<file path="src/rtl/ram_master_pkg.sv">
// Shared types and constants for the RAM burst master and its read-side FIFO.
package ram_master_pkg;
    typedef enum logic [1:0] {IDLE, WRITE, READ} state_t;

    localparam int RD_FIFO_DEPTH = 4;
    localparam int RD_PTR_W      = $clog2(RD_FIFO_DEPTH);
endpackage

</file>
<file path="src/rtl/ram_rd_fifo.sv">
// Small synchronous FIFO buffering RAM read data against downstream backpressure.
module ram_rd_fifo
    import ram_master_pkg::*;
#(
    parameter int DATA_WIDTH = 8
) (
    input  logic                  clk,
    input  logic                  reset,
    input  logic                  push,
    input  logic                  pop,
    input  logic [DATA_WIDTH-1:0] din,
    output logic [DATA_WIDTH-1:0] dout,
    output logic [RD_PTR_W:0]     count,
    output logic                  empty
);
    localparam int CW = RD_PTR_W + 1;

    logic [DATA_WIDTH-1:0] mem [RD_FIFO_DEPTH];
    logic [RD_PTR_W-1:0]   wr_ptr, rd_ptr;

    // Depth is a power of two, so the pointers wrap on their own.
    always_ff @(posedge clk or negedge reset) begin
        if (!reset) begin
            for (int i = 0; i < RD_FIFO_DEPTH; i++) mem[i] <= '0;
            wr_ptr <= '0;
            rd_ptr <= '0;
            count  <= '0;
        end else begin
            if (push) begin
                mem[wr_ptr] <= din;
                wr_ptr      <= wr_ptr + RD_PTR_W'(1);
            end
            if (pop) rd_ptr <= rd_ptr + RD_PTR_W'(1);
            case ({push, pop})
                2'b10:   count <= count + CW'(1);
                2'b01:   count <= count - CW'(1);
                default: count <= count;
            endcase
        end
    end

    assign dout  = mem[rd_ptr];
    assign empty = (count == '0);
endmodule

</file>
<file path="src/rtl/ram_burst_master.sv">
// Burst initiator for a single-port registered-read RAM: one RAM access per beat,
// with credit-based read issue so the output FIFO can never overflow.
module ram_burst_master
    import ram_master_pkg::*;
#(
    parameter int DATA_WIDTH = 8,
    parameter int ADDR_WIDTH = 32,
    parameter int LEN_WIDTH  = 8
) (
    input  logic                  clk,
    input  logic                  reset,
    input  logic                  cmd_valid,
    output logic                  cmd_ready,
    input  logic                  cmd_write,
    input  logic [ADDR_WIDTH-1:0] cmd_addr,
    input  logic [LEN_WIDTH-1:0]  cmd_len,
    input  logic                  wr_valid,
    output logic                  wr_ready,
    input  logic [DATA_WIDTH-1:0] wr_data,
    output logic                  rd_valid,
    input  logic                  rd_ready,
    output logic [DATA_WIDTH-1:0] rd_data,
    output logic [ADDR_WIDTH-1:0] ram_addr,
    output logic [DATA_WIDTH-1:0] ram_wdata,
    output logic                  ram_we,
    input  logic [DATA_WIDTH-1:0] ram_rdata,
    output logic                  busy,
    output logic                  done
);
    // One extra bit so a full 2^LEN_WIDTH-beat burst fits.
    localparam int CNT_W = LEN_WIDTH + 1;
    localparam int INF_W = RD_PTR_W + 2;

    state_t                state, next_state;
    logic [ADDR_WIDTH-1:0] cur_addr;
    logic [CNT_W-1:0]      beats, issue_left;
    logic                  f1, f2;
    logic [RD_PTR_W:0]     fifo_count;
    logic                  fifo_empty;
    logic                  cmd_fire, wr_fire, pop, issue, last_beat;
    logic [INF_W-1:0]      inflight;

    assign cmd_fire  = (state == IDLE) && cmd_valid;
    assign wr_fire   = (state == WRITE) && wr_valid;
    assign pop       = (state == READ) && !fifo_empty && rd_ready;
    // Credits count buffered beats plus both RAM pipeline stages.
    assign inflight  = INF_W'(fifo_count) + INF_W'(f1) + INF_W'(f2);
    assign issue     = (state == READ) && (issue_left != '0) &&
                       (inflight < INF_W'(RD_FIFO_DEPTH));
    assign last_beat = (beats == CNT_W'(1));
    assign busy      = (state != IDLE);
    assign rd_valid  = !fifo_empty;

    always_ff @(posedge clk or negedge reset) begin
        if (!reset) state <= IDLE;
        else        state <= next_state;
    end

    always_comb begin
        next_state = state;
        cmd_ready  = 1'b0;
        wr_ready   = 1'b0;
        case (state)
            IDLE: begin
                cmd_ready = 1'b1;
                if (cmd_valid) next_state = cmd_write ? WRITE : READ;
            end
            WRITE: begin
                wr_ready = 1'b1;
                if (wr_valid && last_beat) next_state = IDLE;
            end
            READ:    if (pop && last_beat) next_state = IDLE;
            default: next_state = IDLE;
        endcase
    end

    always_ff @(posedge clk or negedge reset) begin
        if (!reset) begin
            cur_addr   <= '0;
            beats      <= '0;
            issue_left <= '0;
            f1         <= 1'b0;
            f2         <= 1'b0;
            ram_addr   <= '0;
            ram_wdata  <= '0;
            ram_we     <= 1'b0;
            done       <= 1'b0;
        end else begin
            done <= 1'b0;
            f1   <= issue;
            f2   <= f1;
            if (cmd_fire) begin
                cur_addr   <= cmd_addr;
                beats      <= CNT_W'(cmd_len) + CNT_W'(1);
                issue_left <= cmd_write ? '0 : CNT_W'(cmd_len) + CNT_W'(1);
            end
            if (wr_fire) begin
                ram_addr  <= cur_addr;
                ram_wdata <= wr_data;
                ram_we    <= 1'b1;
                cur_addr  <= cur_addr + ADDR_WIDTH'(1);
                beats     <= beats - CNT_W'(1);
                if (last_beat) done <= 1'b1;
            end else begin
                ram_we <= 1'b0;
            end
            if (issue) begin
                ram_addr   <= cur_addr;
                cur_addr   <= cur_addr + ADDR_WIDTH'(1);
                issue_left <= issue_left - CNT_W'(1);
            end
            if (pop) begin
                beats <= beats - CNT_W'(1);
                if (last_beat) done <= 1'b1;
            end
        end
    end

    ram_rd_fifo #(.DATA_WIDTH(DATA_WIDTH)) u_rd_fifo (
        .clk   (clk),
        .reset (reset),
        .push  (f2),
        .pop   (pop),
        .din   (ram_rdata),
        .dout  (rd_data),
        .count (fifo_count),
        .empty (fifo_empty)
    );
endmodule

</file>
<file path="config.mk">
export PLATFORM = sky130hd
export DESIGN_NAME = ram_burst_master
export DESIGN_NICKNAME = d
export VERILOG_FILES = /design/src/rtl/ram_master_pkg.sv /design/src/rtl/ram_rd_fifo.sv /design/src/rtl/ram_burst_master.sv
export SDC_FILE = /design/constraint.sdc
export NUM_CORES = 1
export LEC_CHECK = 0
export ABC_CLOCK_PERIOD_IN_PS = 2700
export CORE_MARGIN = 2
export CORE_UTILIZATION = 53
export CTS_CLUSTER_DIAMETER = 120
export DETAILED_ROUTE_END_ITERATION = 16
export PLACE_DENSITY = 0.84
export SYNTH_ARGS = -nofsm -noshare
export SYNTH_HDL_FRONTEND = slang
export SYNTH_SLANG_ARGS = --single-unit
</file>
<file path="constraint.sdc">
create_clock -name clk -period 2.7 [get_ports clk]
set_input_delay 0.405 -clock clk [delete_from_list [all_inputs] [get_ports clk]]
set_output_delay 0.405 -clock clk [all_outputs]
set_load 0.02 [all_outputs]
</file>
-- Yosys cells after proc, flatten, opt, wreduce, memory -nomap -nowiden
Cells that the tools add are included.
- $add $sub $neg: 10
- $mul: 0
- div/mod/pow operators: 0
- magnitude comparators: 4
- equality and inequality tests: 8
- shift-type cells: 0
- muxes and demuxes: 30
- bitwise logic cells: 2
- reduce and logical (&&, ||, !) cells: 20
- operators with widths (kind ; number):
    $mux W32 ; 5
    $mux W9 ; 6
    $add A32 B1 Y32 const B ; 1
    $bwmux W32 ; 1
    $mux W8 ; 3
    $sub A9 B1 Y9 const B ; 2
    $bmux W8 S2 ; 1
    $demux W8 S2 ; 1
    $add A8 B1 Y9 const B ; 1
    $eq A9 B1 Y1 const B ; 1
    $logic_and A1 B1 Y1 ; 9
    $reduce_bool A9 Y1 ; 1
    $mux W2 ; 4
    $reduce_bool A2 Y1 ; 4
    $mux W1 ; 7
    $ge A3 B3 Y1 const B ; 2
    $not A2 Y3 ; 2
    $pmux W2 S3 ; 1
    $pmux W3 S2 ; 1
    $reduce_bool A3 Y1 ; 2
    $add A2 B1 Y2 const B ; 2
    $add A3 B1 Y4 ; 1
    $add A4 B1 Y4 ; 1
    $eq A2 B1 Y1 const B ; 2
    other kinds (11) ; 13
- register bits: 135
- bits in latches: 0
- memory bits (writable): 0
- memory bits (read-only): 0
- bits of input ports: 62
- output and inout bits: 54
- word-level logic and storage cells: 91
- memories kept: 0

-- Depth between registers and ports, before layout
Gate-level depths: netlist of run 1.
- depth after elaboration: 7
- mapped depth: 10
- gate-level depth less buffers: 8

-- By module
Synthesis of run 1 repeated with hierarchy kept, for this count alone.
- cells, all modules: 658
- area, all modules: 6675.2 µm²
- modules (own cells, without submodules) (module ; times used ; cells an instance ; area an instance (µm²) ; seq. area each (µm²)):
    ram_burst_master ; 1 ; 548 ; 4921.0 ; 2402.3
    ram_rd_fifo ; 1 ; 110 ; 1754.2 ; 975.9

-- Least setup slack after synthesis of run 1
OpenSTA, ideal clock, no wires.
- path type: register to register
- from: register u_rd_fifo.count[0]
- to: register cur_addr[22]
- setup time: 0.094 ns
- arrival time: 2.077 ns
- required time: 2.606 ns
- setup slack: 0.529 ns
- cell stages (with the launch flop): 7
- buffers on the path: 0
- period minus slack after synthesis: 2.171 ns
- cell sequence: dfrtp_1 -> ha_1 -> a21o_1 -> a211oi_4 -> a21oi_4 -> or4_1 -> a211oi_1
- cells in the longest elaborated chain, start to end: 5
- elaborated cells on any way between the ends: 6
- those cells by class: add/sub (2); order compare (1); mux (1); reduce/logical (2)
- RTL lines (what ; line ; source):
    start, declared ; ram_rd_fifo.sv:13 ; output logic [RD_PTR_W:0] count,
    start signal, assigned ; ram_rd_fifo.sv:35 ; 2'b10: count <= count + CW'(1);
    start signal, assigned ; ram_rd_fifo.sv:36 ; 2'b01: count <= count - CW'(1);
    start signal, assigned ; ram_rd_fifo.sv:37 ; default: count <= count;
    $add A3 B1 Y4 * ; ram_burst_master.sv:47 ; assign inflight = INF_W'(fifo_count) + INF_W'(f1) + INF_W'(f2);
    $add A4 B1 Y4 * ; ram_burst_master.sv:47 ;
    $lt A4 B3 Y1 * ; ram_burst_master.sv:49 ; (inflight < INF_W'(RD_FIFO_DEPTH));
    $logic_and A1 B1 Y1 * ; ram_burst_master.sv:48 ; assign issue = (state == READ) && (issue_left != '0) &&
    $reduce_bool A3 Y1 (no line) or $mux W32 (tied branches) ; n/a ;
    end signal, assigned ; ram_burst_master.sv:93 ; cur_addr <= cmd_addr;
    end signal, assigned ; ram_burst_master.sv:101 ; cur_addr <= cur_addr + ADDR_WIDTH'(1);
    end signal, assigned ; ram_burst_master.sv:109 ; cur_addr <= cur_addr + ADDR_WIDTH'(1);
    end, declared ; ram_burst_master.sv:35 ; logic [ADDR_WIDTH-1:0] cur_addr;
Every way passes the cells marked *; elsewhere a longest branch is shown, timed or not.
A chain may end at the register's enable or synchronous reset.

-- Worst setup path in the final report of run 1
- from: register u_rd_fifo.rd_ptr[0]
- to: output port rd_data[2]
- cells in the longest elaborated chain, start to end: 4
- RTL lines (what ; line ; source):
    start, declared ; ram_rd_fifo.sv:19 ; logic [RD_PTR_W-1:0] wr_ptr, rd_ptr;
    start signal, assigned ; ram_rd_fifo.sv:33 ; if (pop) rd_ptr <= rd_ptr + RD_PTR_W'(1);
    $not A2 Y3 (implied by the code) ; ram_rd_fifo.sv:42 ; assign dout = mem[rd_ptr];
    $bmux W8 S2 ; ram_rd_fifo.sv:42 ;
    $mux W8 (implied by the code) (2 in a row) ; ram_rd_fifo.sv:42 ;
    end, declared ; ram_burst_master.sv:22 ; output logic [DATA_WIDTH-1:0] rd_data,
No other way between the ends. The select of a mux whose other input is x is not followed.

==> summary.md, run 1 <==
| Metric | Value |
|---|---|
| Outcome | finished clean |
| Yosys warning total | 0 |
| Seq cells post-synth | 135 |
| Layout area overhead | 30.5% |
| Peak VDD IR | 0.000597 V |
| Worst-Skew Late Latency | 0.42 ns |
| Reg-to-reg setup timing slack | 0.17 ns |
| Kind of critical path | flip-flop to output port |
| Commonest non-fill, non-tap cell in the layout | nand2_1 |
| Worst Setup End Kind | output port |
| CTS sink count | 135 |
| Row count | 40 |
| Layout cell share with drive strength beyond 1 | 13.9% |
| CTS root buf | clkbuf_16 |
| Area leader, netlist | dfrtp_1 |
| CP arrival | 2.15 ns |
| Synthesized area per cell | 10.1 µm² |
| Drt pass-1 iters | 6 |
| Reg2reg path depth | 7 |
| Clock-pin slew on the worst setup and hold paths | 0.06 ns |
| Number of fill cells | 872 |
| CP Launch Type | flip-flop |
| Initial DRC count | 500 |
| CP max stage cell | dfrtp_2 |
| Fin cells | 959 |
| Ys async rst share | 100% |
| Placed cell count | 926 |
| Tcrit/Tclk final | 94.6% |
| Yosys top cell area share | 51.0% |
| First-pass GRT wire length | 28,100 µm |
| Post-DP HPWL | 11,700 µm |
| Pleak | 3.71 nW |
| FMAX | 392 MHz |
| Syn Inst Count | 657 |
| WHS Endpoint | f2 |
| Global Route Usage Sum | 27.1% |
| Mapped Area | 6620 µm² |
| Worst Tran Pin Value | 0.618 ns |
| Worst Setup SP | u_rd_fifo.rd_ptr[0] |
| RSZ-0062 raised after global routing | no |
| Number of synthesized flops with an enable pin | 0 |
| DRT Wirelength | 17,500 µm |
| Max-slew headroom | 58.5% |
| Distinct cells, synth | 64 |
| HP Class | flip-flop to flip-flop |
| Vias per inst | 6.07 |
| Number of global-route vias before repair | 5,737 |
| Worst-case clock skew | 0.00498 ns |
| Top cells by area, synth | dfrtp_1 (51%), nand2_1 (9.6%), mux2_2 (5.4%) |
| Min Tclk post-route | 2.55 ns |
| Worst-path cell chain | mux4_2 -> clkdlybuf4s50_1 |
| Finish-stage setup viols | 0 |
| R2R Path End | cur_addr[20] |
| CTS Buf Count | 17 |
| DIE AREA | 13,400 µm² |
| Crit path max fanout | 10 |
| Initial antenna violation count | 0 |
| WHS Path Cells | 0 |
| CP max stage delay | 0.58 ns |
| Core region area | 12,100 µm² |
| Slew Viols, Final | 0 |
| # IOs | 116 |
| Avg WL per Cell | 18.2 µm |
| Register area | 3380 µm² |
| Die Width | 116 µm |
| Syn Nets | 731 |
| H-tree Lvls | 4 |
| Remaining DRCs | 0 |
| Fin. Hold Viols | 0 |
| Final TNS setup | 0 ns |
| Port-buffer cells | 115 |
| Critical Path RT | 2.30 ns |
| Vert. Die Dim | 116 µm |
| Worst r2r src | f2 |
| Hold_sp | f1 |
| Footprint of the multi-input gates | 3040 µm² |
| Post-route ant nets | 0 |
| Max Cap Viol | 0 |
| Power Density | 1240 nW/µm² |
| Sequential-to-total area share from yosys stat | 51.0% |
| Routed vias | 5,821 |
| Max Root-Sink Buffers | 2 |
| Initial Util | 54.7% |
| Gr ovfl total | 0 |
| Nets | 852 |
| Gp weighted congestion | 0.880 |
| Post-CTS setup repair buffer count | 0 |
| CTS tree | yes |
| Largest net degree at the start of global routing | 78 |
| Leading cell types in the layout, fill and taps excluded | nand2_1 (169), dfrtp_1 (134), clkdlybuf4s50_1 (114) |
| N_diodes | 0 |
| Top FF cell, synth | dfrtp_1 |
## critical path: cells and delay by family (launching register included)
kind	cells	cell delay (ns)
flip-flops	1	0.58
buffers and inverters	1	0.56
multiplexers	1	0.58
## per-layer routing
metal	global-route usage, %	up-vias	share of wire [%]
li1	-	2625	-
met1	35.2	2854	41
met2	44.2	279	49
met3	5.02	63	6.3
met4	13.2	0	3.4
met5	0	-	0
## per-stage QoR
step	total power, mW	hold WS (ns)	util (%)	worst slack, ns	area (µm²)
after detailed placement	8.36	0.377	66.4	0.286	8040
final	10.7	0.384	71.3	0.146	8640
after global placement	8.10	0.374	66.4	0.406	8040
after global routing	11.4	0.402	71.3	0.0227	8640
after CTS	10.7	0.390	71.3	0.136	8640
after floorplan	6.50	0.109	-	0.529	6620
## how the worst max path moves through the flow
stage | end | slack (ns) | cells past startpoint
floorplan | cur_addr[22] | 0.53 | 6
global placement | cur_addr[26] | 0.41 | 7
detailed placement | cur_addr[17] | 0.29 | 7
CTS | rd_data[2] | 0.14 | 2
global route | cur_addr[20] | 0.02 | 7
finish | rd_data[2] | 0.15 | 2
## timing repair
item | 4_1_cts | 5_1_grt
hold endpoints to repair | 35 | 0
setup endpoints to repair | 8 | 0
hold buffers | 1 | 0
gates resized for setup | 1 | 0
## Yosys cell counts (2+ instances only)
cell type and instances:
a22oi_1 2, a21oi_1 5, nand2_1 169, mux4_2 8, nor4_1 10, and2_1 2
or2_2 3, a311oi_1 3, a211oi_1 4, buf_1 2, nand2b_1 2, nor3_1 12
o21ai_1 2, o22ai_1 5, a32oi_1 2, o311ai_0 18, or4_1 11, o211ai_1 10
a21o_1 2, nand3b_1 3, inv_1 19, a211o_1 3, o221ai_1 7, ha_1 11
nand3_1 43, o221a_2 2, buf_2 9, nor2_1 21, dfrtp_1 135, buf_4 2
xnor2_1 5, and3_1 10, and4_1 3, mux2_2 32, nand4_1 10, nor3b_1 2
o211a_1 3, xor2_1 7, a31o_2 4, clkbuf_1 19, o21ai_0 12
## area by class of cell
class | instances | area share, %
Tap cell | 168 | 2.43
Sequential cell | 135 | 39.1
Clock inverter | 10 | 1.10
Multi-Input combinational cell | 471 | 35.2
Clock buffer | 22 | 5.72
Inverter | 19 | 0.826
Timing Repair Buffer | 134 | 15.6
## kinds of logic (layout without fill, tap and decap cells)
kind of cell,Yosys count,count (layout),synth area share (%)
mux,41,41,8.31
simple gates,311,311,22.1
fa+ha+maj,12,12,2.38
xor+xnor,12,12,1.59
flops,135,135,51.0
compound gates,95,95,11.4
buf+inv,51,185,3.17
## where the power goes
group	leakage (nW)	switching, mW	internal [mW]
logic	1.79	2.37	2.16
registers	1.65	0.951	2.99
clock network	0.276	0.871	1.39
## sequential cells by signal, summed over array words and instances, names as in the netlist
| signal | count |
|---|---|
| f2 | 1 |
| u_rd_fifo.count | 3 |
| ram_we | 1 |
| done | 1 |
| issue_left | 9 |
| u_rd_fifo.rd_ptr | 2 |
| state | 2 |
| ram_wdata | 8 |
| u_rd_fifo.mem | 32 |
| ram_addr | 32 |
| f1 | 1 |
| u_rd_fifo.wr_ptr | 2 |
| beats | 9 |
| cur_addr | 32 |
Power figures use the tool's default switching activity.
==> run 2, diff against run 1 <==
--- a/config.mk
+++ b/config.mk
@@ -7,10 +7,11 @@
 export LEC_CHECK = 0
 export ABC_CLOCK_PERIOD_IN_PS = 2700
 export CORE_MARGIN = 2
-export CORE_UTILIZATION = 53
+export CORE_UTILIZATION = 40
+export CTS_BUF_LIST = sky130_fd_sc_hd__clkbuf_4 sky130_fd_sc_hd__clkbuf_8 sky130_fd_sc_hd__clkbuf_16
 export CTS_CLUSTER_DIAMETER = 120
 export DETAILED_ROUTE_END_ITERATION = 16
-export PLACE_DENSITY = 0.84
+export PLACE_DENSITY = 0.67
 export SYNTH_ARGS = -nofsm -noshare
 export SYNTH_HDL_FRONTEND = slang
 export SYNTH_SLANG_ARGS = --single-unit
==> run 2 against run 1 <==
Final area increased by 1.3%. Critical path type is now flip-flop to flip-flop. Clock skew rose by 0.0012 ns. Cell count rose by 5.5%. Global-route usage down 7.2 points. Register-to-register slack better by 0.02 ns. Setup slack better by 0.039 ns. Core utilization down 18 points. Clock-buffer cell count is 4 lower. Sequential power fell by 2%. Routed wire length fell by 3.1%.
==> summary.md, run 2 (same netlist as run 1, synthesis figures left out) <==
| Metric | Value |
|---|---|
| Outcome | finished clean |
| Fin. Hold Viols | 0 (unchanged) |
| Global Route Usage Sum | 19.9% (-7.2 points) |
| CTS sink count | 135 (unchanged) |
| Worst-Skew Late Latency | 0.42 ns (about the same) |
| Sw frac | 37.8% (-1.4 points) |
| CP arrival | 2.77 ns (+0.62 ns) |
| Worst-path cell chain | ha_1 -> a21o_1 -> a211oi_4 -> buf_4 -> a21oi_4 -> buf_4 -> o311ai_0 -> o311ai_0 |
| Placement Setup Slack | 0.147 ns (-0.138 ns) |
| Slew Viols, Final | 0 (unchanged) |
| Sequential group share of total power | 35.8% (-0.9 points) |
| Core region area | 16,400 µm² (+35%) |
| Avg WL per Cell | 16.8 µm (-8.1%) |
| Remaining DRCs | 0 (unchanged) |
| Setup WS post-layout | 0.185 ns (+0.0391 ns) |
| Leading cell types in the layout, fill and taps excluded | nand2_1 (169), dfrtp_1 (135), clkdlybuf4s50_1 (114) |
| Clock-pin slew on the worst setup and hold paths | 0.06 ns (about the same) |
| Initial Util | 40.4% (-14 points) |
| HP Class | flip-flop to flip-flop |
| Kind of critical path | flip-flop to flip-flop |
| Final TNS setup | 0 ns (unchanged) |
| Vias per inst | 5.52 (-9.0%) |
| Row count | 47 (+18%) |
| Clock power frac | 22.5% (+1.5 points) |
| Met1 wire length | 7730 µm (+7.0%) |
| Vert. Die Dim | 133 µm (+15%) |
| Crit path max fanout | 16 (+6) |
| Die Width | 133 µm (+15%) |
| Worst Tran Pin Value | 0.690 ns (+0.0713 ns) |
| Min Tclk post-route | 2.51 ns (-0.0391 ns) |
| Finish-stage setup viols | 0 (unchanged) |
| Tcrit/Tclk final | 93.1% (-1.4 points) |
| Resized Gates After CTS | 0 (-1) |
| Layout area overhead | 32.1% |
| Post-DP HPWL | 11,700 µm (about the same) |
| Routed vias | 5,588 (-4.0%) |
| First-pass GRT wire length | 27,900 µm (-0.57%) |
| Critical Path RT | 2.95 ns (+0.65 ns) |
| Power Density | 1230 nW/µm² (-0.78%) |
| CP max stage cell | dfrtp_1 |
| Largest net degree at the start of global routing | 57 (-27%) |
| Internal power | 6.71 mW (+2.7%) |
| # IOs | 116 (unchanged) |
| DIE AREA | 17,600 µm² (+31%) |
| Met3 WL | 811 µm (-27%) |
| N_diodes | 0 (unchanged) |
| Number of global-route vias before repair | 5,554 (-3.2%) |
| Drt pass-1 iters | 6 (unchanged) |
| FMAX | 398 MHz (+1.6%) |
| H-tree Lvls | 4 (unchanged) |
| DRT Wirelength | 17,000 µm (-3.1%) |
| Net load switching power | 4.07 mW (-3.0%) |
| Max Root-Sink Buffers | 2 (unchanged) |
| Port-buffer cells | 115 (unchanged) |
| Initial antenna violation count | 0 (unchanged) |
| Worst Setup End Kind | flip-flop |
| Pleak | 3.74 nW (+0.82%) |
| Final Power | 10.8 mW (+0.50%) |
| Highest routed layer | met4 |
| Post-route ant nets | 0 (unchanged) |
| Commonest non-fill, non-tap cell in the layout | nand2_1 |
| CP max stage delay | 0.47 ns (-0.11 ns) |
| Logic pwr share | 41.7% (-0.5 points) |
| CTS Buf Count | 17 (unchanged) |
| Layout cell share with drive strength beyond 1 | 13.9% (-0.018 points) |
| CTS tree | yes |
| Gp weighted congestion | 0.894 (+1.6%) |
| Max-slew headroom | 53.7% (-4.8 points) |
| Peak VDD IR | 0.000510 V (-15%) |
| Met2 wire len | 8040 µm (-6.2%) |
| Gr ovfl total | 0 (unchanged) |
| CP Launch Type | flip-flop |
| Largest regs | cur_addr: 32 flops, ram_addr: 32 flops, u_rd_fifo.mem: 32 flops |
| Initial DRC count | 570 (+14%) |
| Worst-case clock skew | 0.00616 ns (+0.00118 ns) |
| Nets | 854 (+0.23%) |
| Max Cap Viol | 0 (unchanged) |
| RSZ-0062 raised after global routing | no |
| CTS root buf | clkbuf_16 |
[run 2: changes by cell type in the layout (fill, tap and decap cells not counted), moves of 2 or more]
cell | before | now
clkinv_4 | 2 | 0
clkinv_2 | 2 | 4
bufinv_16 | 1 | 4
clkbuf_8 | 5 | 1
[run 2: timing repair]
action	CTS	global route
setup endpoints to repair	0	3
hold endpoints to repair	54	0
hold buffers	1	0
buffers inserted	0	2
[run 2: per-stage QoR]
step | util, % | cell area [µm²] | hold slack (ns) | cells
after detailed placement | 49.4 | 8110 | 0.370 | 978
after CTS | 53.2 | 8730 | 0.382 | 1010
after global placement | 49.4 | 8110 | 0.367 | 978
after global routing | 53.3 | 8750 | 0.387 | 1012
final | 53.3 | 8750 | 0.379 | 1012
after floorplan | - | 6620 | 0.109 | 657
[run 2: power by group through the flow]
stage / logic (mW) / clock network (mW) / registers [mW]
floorplan: 2.57 / 0 / 3.93
global placement: 4.38 / 0 / 3.79
detailed placement: 4.51 / 0 / 3.86
CTS: 4.52 / 2.47 / 3.84
global route: 4.94 / 2.56 / 3.99
finish: 4.49 / 2.43 / 3.86
[run 2: worst paths after layout]
path                            slack, ns  depth (start not counted)  startpoint            to
worst min register to register       0.38                          0          f1            f2
max in group asynchronous            1.43                          3       reset  cur_addr[23]
worst max-delay path                 0.19                          8          f2  cur_addr[19]
min in group asynchronous            0.52                          2       reset  ram_addr[27]
worst max register to register       0.19                          8          f2  cur_addr[19]
worst min-delay path                 0.38                          0          f1            f2
[run 2: area by class of cell]
class                           count  area, µm²
Tap cell                          220        275
Clock buffer                       18        439
Clock inverter                     13        179
Inverter                           19       71.3
Sequential cell                   135       3380
Multi-Input combinational cell    471       3040
Fill cell                        1420       7660
Timing Repair Buffer              136       1360
[run 2: per-layer routing]
layer | global-route usage (%) | vias to the layer above
met2 | 31.8 | 180
met1 | 26.8 | 2747
li1 | - | 2628
met4 | 7.17 | 0
met5 | 0 | -
met3 | 4.52 | 33
[run 2: critical path: cells and delay by family (launching register included)]
family,cells,cell delay (ns)
compound gates,5,1.14
fa+ha+maj,1,0.32
buf+inv,2,0.42
flops,1,0.47
